File: src/rtl/iir_biquad_tdm_pkg.sv
// iir_pkg: shared constants, state encoding and helpers for the TDM biquad cascade.
package iir_pkg;

    localparam int unsigned NTAP = 5;

    localparam logic [2:0] TAP_B0 = 3'd0;
    localparam logic [2:0] TAP_B1 = 3'd1;
    localparam logic [2:0] TAP_B2 = 3'd2;
    localparam logic [2:0] TAP_A1 = 3'd3;
    localparam logic [2:0] TAP_A2 = 3'd4;

    typedef enum logic [1:0] {StIdle, StMac, StUpd, StDone} state_e;

    // Full-precision accumulator width: five products plus headroom.
    function automatic int unsigned acc_w(input int unsigned data_w, input int unsigned coef_w);
        return data_w + coef_w + 4;
    endfunction

    // Passthrough bank value for one tap: unity b0, every other tap zero.
    function automatic logic [31:0] pass_coef(input int unsigned tap, input int unsigned frac_w);
        return (tap == 0) ? (32'd1 << frac_w) : 32'd0;
    endfunction

endpackage

File: src/rtl/iir_biquad_tdm_if.sv
// Sample stream in/out of the biquad cascade.
interface iir_biquad_tdm_if #(
    parameter int unsigned DATA_W = 16,
    parameter int unsigned CH_W   = 1
) ();
    logic                     in_valid;
    logic                     in_ready;
    logic [CH_W-1:0]          in_ch;
    logic signed [DATA_W-1:0] in_data;
    logic                     bypass;
    logic                     out_valid;
    logic [CH_W-1:0]          out_ch;
    logic signed [DATA_W-1:0] out_data;

    modport master (
        output in_valid, in_ch, in_data, bypass,
        input  in_ready, out_valid, out_ch, out_data
    );

    modport slave (
        input  in_valid, in_ch, in_data, bypass,
        output in_ready, out_valid, out_ch, out_data
    );
endinterface

File: src/rtl/iir_mac_sat.sv
// Shared multiply-accumulate with round-half-up, shift and saturation of the result.
module iir_mac_sat
    import iir_pkg::*;
#(
    parameter int unsigned DATA_W = 16,
    parameter int unsigned COEF_W = 18,
    parameter int unsigned FRAC_W = 14
) (
    input  logic                     clk,
    input  logic                     rst_n,
    input  logic                     clear,
    input  logic                     en,
    input  logic                     load,
    input  logic                     sub,
    input  logic signed [COEF_W-1:0] coef,
    input  logic signed [DATA_W-1:0] data,
    output logic signed [DATA_W-1:0] y,
    output logic                     sat
);
    localparam int unsigned ACC_W  = acc_w(DATA_W, COEF_W);
    localparam int unsigned PROD_W = DATA_W + COEF_W;
    localparam logic signed [ACC_W-1:0] HALF = ACC_W'(1) <<< (FRAC_W - 1);
    localparam logic signed [ACC_W-1:0] MAXV = (ACC_W'(1) <<< (DATA_W - 1)) - ACC_W'(1);
    localparam logic signed [ACC_W-1:0] MINV = -(ACC_W'(1) <<< (DATA_W - 1));
    localparam logic signed [DATA_W-1:0] YMAX = {1'b0, {(DATA_W - 1){1'b1}}};
    localparam logic signed [DATA_W-1:0] YMIN = {1'b1, {(DATA_W - 1){1'b0}}};

    logic signed [PROD_W-1:0] prod;
    logic signed [ACC_W-1:0]  prod_ext;
    logic signed [ACC_W-1:0]  acc_q;
    logic signed [ACC_W-1:0]  rnd;
    logic signed [ACC_W-1:0]  shf;

    assign prod     = coef * data;
    assign prod_ext = {{(ACC_W - PROD_W){prod[PROD_W-1]}}, prod};

    // Accumulate one product per enabled cycle; load restarts the sum for a new stage.
    always_ff @(posedge clk or negedge rst_n) begin
        if (!rst_n) begin
            acc_q <= '0;
        end else if (clear) begin
            acc_q <= '0;
        end else if (en) begin
            acc_q <= (load ? '0 : acc_q) + (sub ? -prod_ext : prod_ext);
        end
    end

    // Round half-up toward +inf, drop the fraction, clamp to the sample range.
    always_comb begin
        rnd = acc_q + HALF;
        shf = rnd >>> FRAC_W;
        sat = 1'b0;
        y   = shf[DATA_W-1:0];
        if (shf > MAXV) begin
            y   = YMAX;
            sat = 1'b1;
        end else if (shf < MINV) begin
            y   = YMIN;
            sat = 1'b1;
        end
    end

endmodule

File: src/rtl/iir_biquad_tdm.sv
// Time-multiplexed DF-I biquad cascade over NCH interleaved channels with a
// double-buffered coefficient bank and one shared multiplier.
module iir_biquad_tdm
    import iir_pkg::*;
#(
    parameter int unsigned DATA_W = 16,
    parameter int unsigned COEF_W = 18,
    parameter int unsigned FRAC_W = 14,
    parameter int unsigned NCH    = 2,
    parameter int unsigned NSTAGE = 2,
    localparam int unsigned CH_W  = (NCH > 1) ? $clog2(NCH) : 1,
    localparam int unsigned CA_W  = $clog2(NTAP * NSTAGE)
) (
    input  logic                     clk,
    input  logic                     rst_n,
    iir_biquad_tdm_if.slave          bus,
    input  logic                     clr,
    input  logic                     coef_we,
    input  logic [CA_W-1:0]          coef_addr,
    input  logic signed [COEF_W-1:0] coef_wdata,
    input  logic                     coef_commit,
    output logic                     ovf
);
    localparam int unsigned NCOEF = NTAP * NSTAGE;
    localparam int unsigned ST_W  = (NSTAGE > 1) ? $clog2(NSTAGE) : 1;
    localparam logic [ST_W-1:0] LAST_STAGE = ST_W'(NSTAGE - 1);

    state_e                   state_q;
    logic                     in_ready_q, out_valid_q, ovf_q, pend_q;
    logic [ST_W-1:0]          stage_q;
    logic [2:0]               tap_q;
    logic [CH_W-1:0]          ch_q, out_ch_q;
    logic signed [DATA_W-1:0] x_q, out_data_q;
    logic signed [DATA_W-1:0] x1_q [NSTAGE][NCH];
    logic signed [DATA_W-1:0] x2_q [NSTAGE][NCH];
    logic signed [DATA_W-1:0] y1_q [NSTAGE][NCH];
    logic signed [DATA_W-1:0] y2_q [NSTAGE][NCH];
    logic signed [COEF_W-1:0] shadow_q [NCOEF];
    logic signed [COEF_W-1:0] active_q [NCOEF];

    logic                     accept, ch_ok, sat;
    logic [CA_W-1:0]          coef_idx;
    logic signed [DATA_W-1:0] operand, y;

    // clr blocks acceptance combinationally so no sample sneaks in on the clear cycle.
    assign bus.in_ready  = in_ready_q & ~clr;
    assign bus.out_valid = out_valid_q;
    assign bus.out_ch    = out_ch_q;
    assign bus.out_data  = out_data_q;
    assign ovf           = ovf_q;

    assign accept   = bus.in_valid & bus.in_ready;
    assign ch_ok    = {1'b0, bus.in_ch} < (CH_W + 1)'(NCH);
    assign coef_idx = CA_W'(stage_q * NTAP) + CA_W'(tap_q);

    // Select the multiplier's data operand for the current tap.
    always_comb begin
        operand = x_q;
        unique case (tap_q)
            TAP_B1:  operand = x1_q[stage_q][ch_q];
            TAP_B2:  operand = x2_q[stage_q][ch_q];
            TAP_A1:  operand = y1_q[stage_q][ch_q];
            TAP_A2:  operand = y2_q[stage_q][ch_q];
            default: operand = x_q;
        endcase
    end

    iir_mac_sat #(
        .DATA_W (DATA_W),
        .COEF_W (COEF_W),
        .FRAC_W (FRAC_W)
    ) u_mac (
        .clk   (clk),
        .rst_n (rst_n),
        .clear (clr),
        .en    (state_q == StMac),
        .load  (tap_q == TAP_B0),
        .sub   (tap_q >= TAP_A1),
        .coef  (active_q[coef_idx]),
        .data  (operand),
        .y     (y),
        .sat   (sat)
    );

    // Sequencer: accept, walk stages and taps, present the result for one cycle.
    always_ff @(posedge clk or negedge rst_n) begin
        if (!rst_n) begin
            state_q     <= StIdle;
            in_ready_q  <= 1'b1;
            out_valid_q <= 1'b0;
            out_ch_q    <= '0;
            out_data_q  <= '0;
            ovf_q       <= 1'b0;
            stage_q     <= '0;
            tap_q       <= '0;
            ch_q        <= '0;
            x_q         <= '0;
        end else if (clr) begin
            state_q     <= StIdle;
            in_ready_q  <= 1'b1;
            out_valid_q <= 1'b0;
            ovf_q       <= 1'b0;
            stage_q     <= '0;
            tap_q       <= '0;
        end else begin
            out_valid_q <= 1'b0;
            unique case (state_q)
                StIdle: begin
                    if (accept && ch_ok) begin
                        ch_q       <= bus.in_ch;
                        x_q        <= bus.in_data;
                        stage_q    <= '0;
                        tap_q      <= TAP_B0;
                        in_ready_q <= 1'b0;
                        state_q    <= bus.bypass ? StDone : StMac;
                    end
                end
                StMac: begin
                    if (tap_q == TAP_A2) begin
                        state_q <= StUpd;
                    end else begin
                        tap_q <= tap_q + 3'd1;
                    end
                end
                StUpd: begin
                    x_q   <= y;
                    ovf_q <= ovf_q | sat;
                    tap_q <= TAP_B0;
                    if (stage_q == LAST_STAGE) begin
                        state_q <= StDone;
                    end else begin
                        stage_q <= stage_q + 1'b1;
                        state_q <= StMac;
                    end
                end
                StDone: begin
                    out_valid_q <= 1'b1;
                    out_ch_q    <= ch_q;
                    out_data_q  <= x_q;
                    in_ready_q  <= 1'b1;
                    state_q     <= StIdle;
                end
                default: state_q <= StIdle;
            endcase
        end
    end

    // Per-stage, per-channel history; shifted only once the stage result is final.
    always_ff @(posedge clk or negedge rst_n) begin
        if (!rst_n) begin
            for (int s = 0; s < NSTAGE; s++) begin
                for (int c = 0; c < NCH; c++) begin
                    x1_q[s][c] <= '0;
                    x2_q[s][c] <= '0;
                    y1_q[s][c] <= '0;
                    y2_q[s][c] <= '0;
                end
            end
        end else if (clr) begin
            for (int s = 0; s < NSTAGE; s++) begin
                for (int c = 0; c < NCH; c++) begin
                    x1_q[s][c] <= '0;
                    x2_q[s][c] <= '0;
                    y1_q[s][c] <= '0;
                    y2_q[s][c] <= '0;
                end
            end
        end else if (state_q == StUpd) begin
            x2_q[stage_q][ch_q] <= x1_q[stage_q][ch_q];
            x1_q[stage_q][ch_q] <= x_q;
            y2_q[stage_q][ch_q] <= y1_q[stage_q][ch_q];
            y1_q[stage_q][ch_q] <= y;
        end
    end

    // Coefficient banks: shadow written freely, copied to active only while idle.
    always_ff @(posedge clk or negedge rst_n) begin
        if (!rst_n) begin
            for (int i = 0; i < NCOEF; i++) begin
                shadow_q[i] <= COEF_W'(pass_coef(i % NTAP, FRAC_W));
                active_q[i] <= COEF_W'(pass_coef(i % NTAP, FRAC_W));
            end
            pend_q <= 1'b0;
        end else begin
            if (coef_we && (int'(coef_addr) < NCOEF)) begin
                shadow_q[coef_addr] <= coef_wdata;
            end
            if (pend_q && (state_q == StIdle)) begin
                for (int i = 0; i < NCOEF; i++) begin
                    active_q[i] <= shadow_q[i];
                end
                pend_q <= 1'b0;
            end
            if (coef_commit) begin
                pend_q <= 1'b1;
            end
        end
    end

endmodule

File: src/flat_wrapper.sv
// flat-port wrapper written by rule: the top's interface ports become plain ports
module iir_biquad_tdm_flat import iir_pkg::*;
#(
    parameter int unsigned DATA_W = 16,
    parameter int unsigned COEF_W = 18,
    parameter int unsigned FRAC_W = 14,
    parameter int unsigned NCH    = 2,
    parameter int unsigned NSTAGE = 2,
    localparam int unsigned CH_W  = (NCH > 1) ? $clog2(NCH) : 1,
    localparam int unsigned CA_W  = $clog2(NTAP * NSTAGE)
)
  (clk, rst_n, clr, coef_we, coef_addr, coef_wdata, coef_commit, ovf, bus_in_valid, bus_in_ch, bus_in_data, bus_bypass, bus_in_ready, bus_out_valid, bus_out_ch, bus_out_data);
  iir_biquad_tdm_if #(.DATA_W(DATA_W)) bus_i ();
  input  logic clk;
  input  logic rst_n;
  input  logic clr;
  input  logic coef_we;
  input  logic [CA_W-1:0] coef_addr;
  input  logic signed [COEF_W-1:0] coef_wdata;
  input  logic coef_commit;
  output logic ovf;
  input wire logic [$bits(bus_i.in_valid)-1:0] bus_in_valid;
  input wire logic [$bits(bus_i.in_ch)-1:0] bus_in_ch;
  input wire logic [$bits(bus_i.in_data)-1:0] bus_in_data;
  input wire logic [$bits(bus_i.bypass)-1:0] bus_bypass;
  output wire logic [$bits(bus_i.in_ready)-1:0] bus_in_ready;
  output wire logic [$bits(bus_i.out_valid)-1:0] bus_out_valid;
  output wire logic [$bits(bus_i.out_ch)-1:0] bus_out_ch;
  output wire logic [$bits(bus_i.out_data)-1:0] bus_out_data;
  assign bus_i.in_valid = bus_in_valid;
  assign bus_i.in_ch = bus_in_ch;
  assign bus_i.in_data = bus_in_data;
  assign bus_i.bypass = bus_bypass;
  assign bus_in_ready = bus_i.in_ready;
  assign bus_out_valid = bus_i.out_valid;
  assign bus_out_ch = bus_i.out_ch;
  assign bus_out_data = bus_i.out_data;
  iir_biquad_tdm #(.DATA_W(DATA_W), .COEF_W(COEF_W), .FRAC_W(FRAC_W), .NCH(NCH), .NSTAGE(NSTAGE)) u_core (.clk(clk), .rst_n(rst_n), .bus(bus_i), .clr(clr), .coef_we(coef_we), .coef_addr(coef_addr), .coef_wdata(coef_wdata), .coef_commit(coef_commit), .ovf(ovf));
endmodule
File: config.mk
export PLATFORM = sky130hd
export DESIGN_NAME = iir_biquad_tdm_flat
export DESIGN_NICKNAME = d
export VERILOG_FILES = /design/src/rtl/iir_biquad_tdm_pkg.sv /design/src/rtl/iir_biquad_tdm_if.sv /design/src/rtl/iir_mac_sat.sv /design/src/rtl/iir_biquad_tdm.sv /design/src/flat_wrapper.sv
export SDC_FILE = /design/constraint.sdc
export NUM_CORES = 2
export LEC_CHECK = 0
export BUFFER_PORTS_ARGS = -buffer_cell sky130_fd_sc_hd__buf_2
export CAP_MARGIN = 25
export CORE_MARGIN = 10
export CORE_UTILIZATION = 30
export DETAILED_ROUTE_END_ITERATION = 16
export HOLD_SLACK_MARGIN = 0.06
export PLACE_DENSITY = 0.43
export SYNTH_ARGS = -nofsm -noshare
export SYNTH_HDL_FRONTEND = slang
export SYNTH_HIERARCHICAL = 1
export SYNTH_SLANG_ARGS = --single-unit
export TNS_END_PERCENT = 1
File: constraint.sdc
create_clock -name clk -period 13.15 [get_ports clk]
set_input_delay 1.315 -clock clk [delete_from_list [all_inputs] [get_ports clk]]
set_output_delay 1.315 -clock clk [all_outputs]
set_load 0.005 [all_outputs]
==> run metrics <==
Yosys warnings 6; TritonCTS clock tree yes; TNS Setup 0 ns; Tcrit/Tclk final 0.922; fin cells slightly below 6,000; global-route wire length before repair between 200,000 and 250,000 µm; effective utilization at floorplan 0.301; EDFF count, synth 0; # IOs 66; achievable frequency 0.0825 GHz; Slew Viols, Final 0; Bufs on Longest Clock Path 3; clk_lat worst skew between 0.7 and 0.8 ns; ys async rst share 1.00; largest stage delay on the critical path between 0.6 and 0.7 ns; synthesis-to-layout area growth 12.6%; Worst Path Arrival about 13 ns; WL per Instance 22.3 µm; initial drt markers approximately 1,500; Detailed Place HPWL 88,400 µm; die area about 0.16 mm²; min Tclk post-route around 12 ns; Slowest cell on crit path dfrtp_4; setup repair after global routing missed its margin no; placed cell count roughly 5,700; vias in the first global route roughly 31,000; GP Congestion a little under 0.8; antenna violations before repair 7; worst reg-to-reg setup slack 1.03 ns; # nets final 4,281; DRC Markers 0; Core Box Area around 0.15 mm²; cell count after synthesis ~3,800; most used cell, CP fa_1; htree depth 3; critical path startpoint category flop; pin count of the biggest net entering global routing between 100 and 150; register area approximately 0.017 mm²; Syn Area/Cell between 10 and 15 µm²; global route total overflow 0; post-CTS setup buffers 0; setup violators final 0; clock-pin slew on the worst setup and hold paths approximately 0.060 ns; Worst Path Class, Setup reg -> reg; # hold bufs at CTS 0; IO buf count 65; TritonCTS buffer count 85; Top FF cell, synth dfrtp_1; Die Ht 404 µm; Max Cap Viol 0; clock sink count 698; FF-to-FF End u_core/u_mac/acc_q[37]$_DFFE_PN0P_; max_slew headroom 0.270; worst slew pin tran 1.08 ns; skew final 0.0807 ns; share of layout cells above drive strength 1 0.213; critical path startpoint u_core/stage_q$_DFFE_PN0P_; Critical Path Sink u_core/u_mac/acc_q[37]$_DFFE_PN0P_; Hold Path Cell Cnt 1; Hold WC Path Type reg -> reg; R2R depth 37; antenna viol nets, final 0; sequential-to-total area share from yosys stat 0.394; Routed WL 129,000 µm; Resize count post-CTS 0; Critical Path RT between 10 and 15 ns; #FFs+latches synth around 700; clock root cell clkbuf_16; FILL cells between 10,000 and 15,000; First-pass DRT Iterations 7; GRT Util Overall 0.158; Synth Cell Area approximately 0.044 mm²; Reg-to-Reg Start u_core/stage_q$_DFFE_PN0P_; outcome completed; Die X 404 µm; vias per cell around 5.0; Final Hold Fails 0; num rows between 100 and 150; critical path endpoint category flop; Unique masters post-synth between 80 and 90; vias after detailed routing roughly 30,000; worst-path maximum fanout 20; synthesized net count 4,247; multi-input logic area about 0.025 mm²
[state kept, by name, indices dropped and copies added, names as in the netlist]
signal,flops
u_core/shadow_q,180
u_core/ovf,1
u_core/stage_q,1
u_core/u_mac/acc_q,38
u_core/x_q,16
u_core/bus.out_valid,1
u_core/state_q,2
u_core/y2_q,64
u_core/tap_q,3
u_core/pend_q,1
u_core/bus.out_data,16
u_core/active_q,180
u_core/in_ready_q,1
u_core/y1_q,64
u_core/x1_q,64
u_core/x2_q,64
u_core/ch_q,1
u_core/bus.out_ch,1
[synth_stat cells (all sizes together) (5+ instances only)]
| library cell | instances | area [µm²] |
|---|---|---|
| a211o | 9 | 78.8 |
| a211oi | 31 | 233 |
| a21o | 35 | 263 |
| a21oi | 72 | 368 |
| a22o | 253 | 2220 |
| a31oi | 28 | 188 |
| and2 | 140 | 876 |
| and3 | 13 | 81.3 |
| and4 | 5 | 43.8 |
| buf | 133 | 832 |
| clkbuf | 97 | 365 |
| dfrtp | 693 | 17300 |
| dfstp | 5 | 131 |
| fa | 291 | 5830 |
| ha | 133 | 1660 |
| inv | 352 | 1320 |
| mux2 | 378 | 4290 |
| mux2i | 148 | 1480 |
| mux4 | 68 | 1530 |
| nand2 | 233 | 882 |
| nand2b | 21 | 131 |
| nand3 | 28 | 145 |
| nand3b | 7 | 56.3 |
| nand4 | 13 | 81.3 |
| nor2 | 120 | 463 |
| nor2b | 46 | 288 |
| nor3 | 24 | 154 |
| nor3b | 8 | 65.1 |
| nor4 | 12 | 105 |
| o211ai | 8 | 60.1 |
| o21a | 18 | 135 |
| o21ai | 86 | 434 |
| o21bai | 10 | 75.1 |
| o22ai | 49 | 307 |
| o31ai | 15 | 118 |
| or2 | 9 | 56.3 |
| or3 | 15 | 93.8 |
| or4 | 5 | 41.3 |
| xnor2 | 78 | 683 |
| xor2 | 33 | 297 |
[how the worst min path moves through the flow]
stage,end,slack [ns],start
global route,u_core/active_q[3]$_DFFE_PN0P_,0.47,u_core/shadow_q[3]$_DFFE_PN0P_
floorplan,u_core/x2_q[37]$_DFFE_PN0P_,0.46,u_core/x2_q[37]$_DFFE_PN0P_
detailed placement,u_core/x2_q[37]$_DFFE_PN0P_,0.48,u_core/x2_q[37]$_DFFE_PN0P_
CTS,u_core/active_q[3]$_DFFE_PN0P_,0.45,u_core/shadow_q[3]$_DFFE_PN0P_
finish,u_core/active_q[3]$_DFFE_PN0P_,0.45,u_core/shadow_q[3]$_DFFE_PN0P_
global placement,u_core/x2_q[37]$_DFFE_PN0P_,0.47,u_core/x2_q[37]$_DFFE_PN0P_
[per-stage QoR]
step / hold WS (ns) / util / worst slack [ns] / instance area [µm²]
floorplan: 0.461 / - / 2.24 / 44300
global placement: 0.469 / 0.319 / 0.994 / 46900
detailed placement: 0.477 / 0.319 / 0.976 / 47000
CTS: 0.452 / 0.339 / 0.986 / 49900
global route: 0.470 / 0.339 / 0.317 / 49900
finish: 0.450 / 0.339 / 1.03 / 49900
[area by class of cell]
cell class,instances,share of cell area
well taps,1930,0.0484
diodes,2,0.000100
multi-input cells,2497,0.492
repair buffers,177,0.0255
clock inverters,24,0.00707
inverters,352,0.0265
flip-flops and latches,698,0.350
clock buffers,131,0.0507
[critical path, delay by kind of cell, from the launching register on]
kind | cells | cell delay (ns)
mux | 2 | 0.84
simple gates | 6 | 1.44
fa+ha+maj | 8 | 3.65
xor+xnor | 2 | 0.37
buf+inv | 5 | 0.89
flops | 1 | 0.63
compound gates | 14 | 4.16
[kinds of logic after synthesis]
logic type,share of synthesized area
flops,0.394
simple gates,0.0821
buf+inv,0.0568
fa+ha+maj,0.169
compound gates,0.111
xor+xnor,0.0221
mux,0.165
[per-layer routing]
metal | up-vias | share of wire | global-route usage
li1 | 13200 | - | -
met3 | 154 | 0.035 | 0.0241
met2 | 459 | 0.49 | 0.266
met5 | - | 0.00039 | 0
met4 | 6 | 0.030 | 0.0488
met1 | 15400 | 0.45 | 0.209
[cells in the final DEF (no fill, tap or decap), types with 32 or more instances in the layout]
master	Yosys	final
mux2_2	368	368
a22o_1	253	253
fa_1	291	291
and2_1	140	140
mux4_2	68	68
inv_1	352	352
dfrtp_1	693	691
mux2i_1	148	148
a21oi_1	70	70
nand2_1	230	229
nor2_1	117	117
clkbuf_16	0	86
nor2b_1	46	44
buf_4	15	101
o22ai_1	49	49
o21ai_0	84	83
xor2_1	32	32
xnor2_1	78	78
a21o_1	35	35
buf_2	70	65
ha_1	133	131
Power is not shown: default switching activity piles up to over one toggle a cycle in this logic, so the estimate is an artifact.
